$ cat src/rtl/flopenrc_pipe.sv
// Elastic DEPTH-stage valid/ready pipeline register with
// bubble collapsing, synchronous flush and occupancy count.
module flopenrc_pipe #(
  parameter int WIDTH = 8,
  parameter int DEPTH = 2,
  parameter int CW    = $clog2(DEPTH+1)
) (
  input  logic             clk,
  input  logic             reset,
  input  logic             clear,
  input  logic             in_valid,
  output logic             in_ready,
  input  logic [WIDTH-1:0] in_data,
  output logic             out_valid,
  input  logic             out_ready,
  output logic [WIDTH-1:0] out_data,
  output logic [CW-1:0]    count
);

  logic [DEPTH-1:0] v_q, v_d;
  logic [WIDTH-1:0] d_q [DEPTH];
  logic [WIDTH-1:0] d_d [DEPTH];
  logic [DEPTH:0]   r;
  logic [CW-1:0]    count_q, count_d;

  // Ready ripples from the output back towards the input.
  always_comb begin
    logic rr;
    rr       = out_ready;
    r        = '0;
    r[DEPTH] = rr;
    for (int k = DEPTH-1; k >= 0; k--) begin
      rr   = !v_q[k] || rr;
      r[k] = rr;
    end
  end

  always_comb begin
    v_d     = v_q;
    d_d     = d_q;
    count_d = '0;
    if (clear) begin
      v_d = '0;
      for (int k = 0; k < DEPTH; k++)
        d_d[k] = '0;
    end else begin
      if (r[0]) begin
        v_d[0] = in_valid;
        if (in_valid)
          d_d[0] = in_data;
      end
      for (int k = 1; k < DEPTH; k++) begin
        if (r[k]) begin
          v_d[k] = v_q[k-1];
          if (v_q[k-1])
            d_d[k] = d_q[k-1];
        end
      end
    end
    for (int k = 0; k < DEPTH; k++)
      count_d = count_d + CW'(v_d[k]);
  end

  always_ff @(posedge clk or negedge reset) begin
    if (!reset) begin
      v_q     <= '0;
      count_q <= '0;
      for (int k = 0; k < DEPTH; k++)
        d_q[k] <= '0;
    end else begin
      v_q     <= v_d;
      count_q <= count_d;
      for (int k = 0; k < DEPTH; k++)
        d_q[k] <= d_d[k];
    end
  end

  assign in_ready  = r[0] && !clear;
  assign out_valid = v_q[DEPTH-1] && !clear;
  assign out_data  = d_q[DEPTH-1];
  assign count     = count_q;

endmodule
$ cat config.mk
export PLATFORM = sky130hd
export DESIGN_NAME = flopenrc_pipe
export DESIGN_NICKNAME = d
export VERILOG_FILES = /design/src/rtl/flopenrc_pipe.sv
export SDC_FILE = /design/constraint.sdc
export NUM_CORES = 1
export LEC_CHECK = 0
export BUFFER_PORTS_ARGS = -buffer_cell sky130_fd_sc_hd__buf_2
export CORE_ASPECT_RATIO = 1.2
export CORE_UTILIZATION = 40
export CTS_BUF_LIST = sky130_fd_sc_hd__clkbuf_16
export DETAILED_ROUTE_END_ITERATION = 8
export PLACE_DENSITY_LB_ADDON = 0.2
export SLEW_MARGIN = 5
export SYNTH_ARGS = -nofsm -noshare
export SYNTH_HDL_FRONTEND = slang
export SYNTH_SLANG_ARGS = --single-unit
$ cat constraint.sdc
create_clock -name clk -period 2 [get_ports clk]
set_clock_uncertainty 0.15 [all_clocks]
set_input_delay 0.1 -clock clk [delete_from_list [all_inputs] [get_ports clk]]
set_output_delay 0.1 -clock clk [all_outputs]
set_load 0.1 [all_outputs]
==> flow_metrics.tcl <==
set metrics [dict create \
    slew_headroom_pct 62.1 \
    grt_max_degree 29 \
    synth-seq-cells 20 \
    power_leakage_uw 0.000580 \
    finalHoldViolCount 0 \
    crit_path_start_kind "flop" \
    fin_crit_sh_pct 81.2 \
    layout_common_cells "24 x buf_2, 20 x dfrtp_1, 17 x nand2b_1, 10 x a21oi_1, 9 x dlygate4sd3_1" \
    cts_tree "done" \
    rr_startpoint "v_q[0]" \
    final_cell_count_no_fill 145 \
    finalSetupViolCount 0 \
    initial_core_util_pct 42.6 \
    drt_iter0_drc 5 \
    synth_xor_area_share_pct 0 \
    min-delay-start "in_valid" \
    cts-resized-gates 0 \
    cts.path.max_buffers 2 \
    maxCapViolCount 0 \
    vias 677 \
    cp_top_family "buffers and inverters" \
    rsz0062_at_grt "no" \
    rrSetupSlack_ps 470 \
    crit_type "reg2out" \
    vias_per_cell 4.67 \
    slowest_delay_ps 440 \
    drt_pass1_iterations 3 \
    grt_first_pass_wirelength_um 2880 \
    r2r-end "count[0]" \
    core.rowCount 19 \
    critPathSlowestCell "buf_2" \
    met3_usage_pct 2.89 \
    antennaDiodeCount 0 \
    yosys.area_share.simple_pct 17.3 \
    netlist_area_um2 983 \
    cp.depth 3 \
    wire_per_inst_um 11.8 \
    io_buffers 24 \
    slew_viol_final 0 \
    r2r_cells 3 \
    worstPathRequired_ps 1750 \
    timing.fmax_mhz 616 \
    utilization_pct 52.1 \
    tns_ps 0 \
    grt_usage_pct 15.0 \
    antenna_found_initial 0 \
    cts.clk_slew.worst_paths_ps 50 \
    layout.nets 130 \
    ios 25 \
    drive_gt1_share_pct 26.3 \
    dp.cells 133 \
    synth_cell_types 15 \
    synth_top_family_by_area "simple AND/OR/NAND/NOR gates" \
    tightest_slew_ps 566 \
    setup.worst_path.start "v_q[1]" \
    wl_um 1720 \
    status "finished, final reports clean" \
    cp_cell_sequence "nor2b_4 -> a21oi_2 -> buf_2" \
    cp_num_buf_inv 1 \
    fin_crit_ps 1620 \
    syn_nets 107 \
    syn_to_final_growth_pct 22.1 \
    use_met2_pct 23.3 \
    grt_use_met1_pct 19.3 \
    worstPathArrival_ps 1370 \
    cts_setup_buffers 0 \
    clock_sinks 20 \
    synth.area.mux_share_pct 8.14 \
    hp-class "in2reg" \
    design_area_um2 1200 \
    syn_area_per_cell_um2 10.6 \
    cts-root-buf "clkbuf_16" \
    timing.hold.ws_ps 23.7 \
    synthAdderAreaFrac_pct 1.27 \
    gr-total-overflow 0 \
    ant_nets 0 \
    crit_end "in_ready" \
    core-area_um2 2310 \
    worst-path-max-fanout 11 \
    placed_area_um2 1040 \
    cp-end-kind "output port" \
    drc 0 \
    die_h_um 56.3 \
    power.density_nw_per_um2 820 \
    gp_congestion 0.737 \
    die_x_um 47.3 \
    syn-instance-count 93 \
    htreeDepth 1 \
    clk_latency_ps 240 \
    ir_worst_vdd_uv 451 \
    ys_warn_count 0 \
    die-area_um2 2660 \
    busiest_layer "met2" \
    first_global_vias 714 \
    synth_compound_area_share_pct 10.8 \
    final_common_cell "buf_2" \
    yosysSeqAreaShare_pct 50.9 \
    cts_buffers 3 \
]
## registers in the layout (all words and copies together) (netlist names)
| register | count |
|---|---|
| d_q | 8 |
| out_data | 8 |
| count | 2 |
| v_q | 2 |
## worst min path at each step
stage,end,cells past startpoint
4_1_cts,v_q[0],3
3_5_place_dp,d_q[12],1
5_1_grt,v_q[0],3
3_3_place_gp,count[0],1
2_1_floorplan,count[0],0
6_report,v_q[0],3
## cells in the mapped netlist (all sizes together)
master / number / share of area [%]
nor2: 1 / 0.38
mux2i: 8 / 8.1
inv: 1 / 0.38
a21oi: 11 / 5.6
o21ai: 8 / 4.1
buf: 15 / 11
nand2b: 17 / 11
nand3: 8 / 4.1
dfrtp: 20 / 51
ha: 1 / 1.3
nor2b: 2 / 2.0
a21boi: 1 / 1.1
## timing repair
action                                  CTS  global route
endpoints found under the hold margin    28             0
hold buffers                              9             0
endpoints found under the setup margin    0             0
## logic make-up (layout without fill, tap and decap cells)
kind of cell,after synthesis,in the layout
AOI/OAI and AO/OA,20,20
adders and majority gates,1,1
muxes,8,8
buffers and inverters,16,37
DFF,20,20
and+or+nand+nor,28,28
## where the power goes
group	switching, µW	total [µW]	internal, µW
registers	13.0	437	424
clock network	128	391	263
logic	109	158	48.5
total	250	985	735
## through the flow
stage	total power (µW)	setup WS, ps
after floorplan	563	16.3
after global placement	586	524
after detailed placement	589	479
after CTS	996	372
after global routing	1030	332
final	985	377
## final cells by class
| type | count | area, µm² |
|---|---|---|
| Fill cell | 231 | 1100 |
| Sequential cell | 20 | 500 |
| Multi-Input combinational cell | 57 | 373 |
| Timing Repair Buffer | 33 | 210 |
| Clock buffer | 3 | 75.1 |
| Tap cell | 31 | 38.8 |
| Inverter | 1 | 3.75 |
## tightest hold or removal path: stages
cell     delay (ps)
buf_2            90
a21oi_1          40
nor2_1          130
## metal layers
layer,wire length [µm],up-vias,share of wire [%]
met5,0,-,0
met4,14,0,0.82
met3,48,2,2.8
met2,824,15,48
met1,828,315,48
li1,-,345,-
Power figures use the tool's default switching activity.
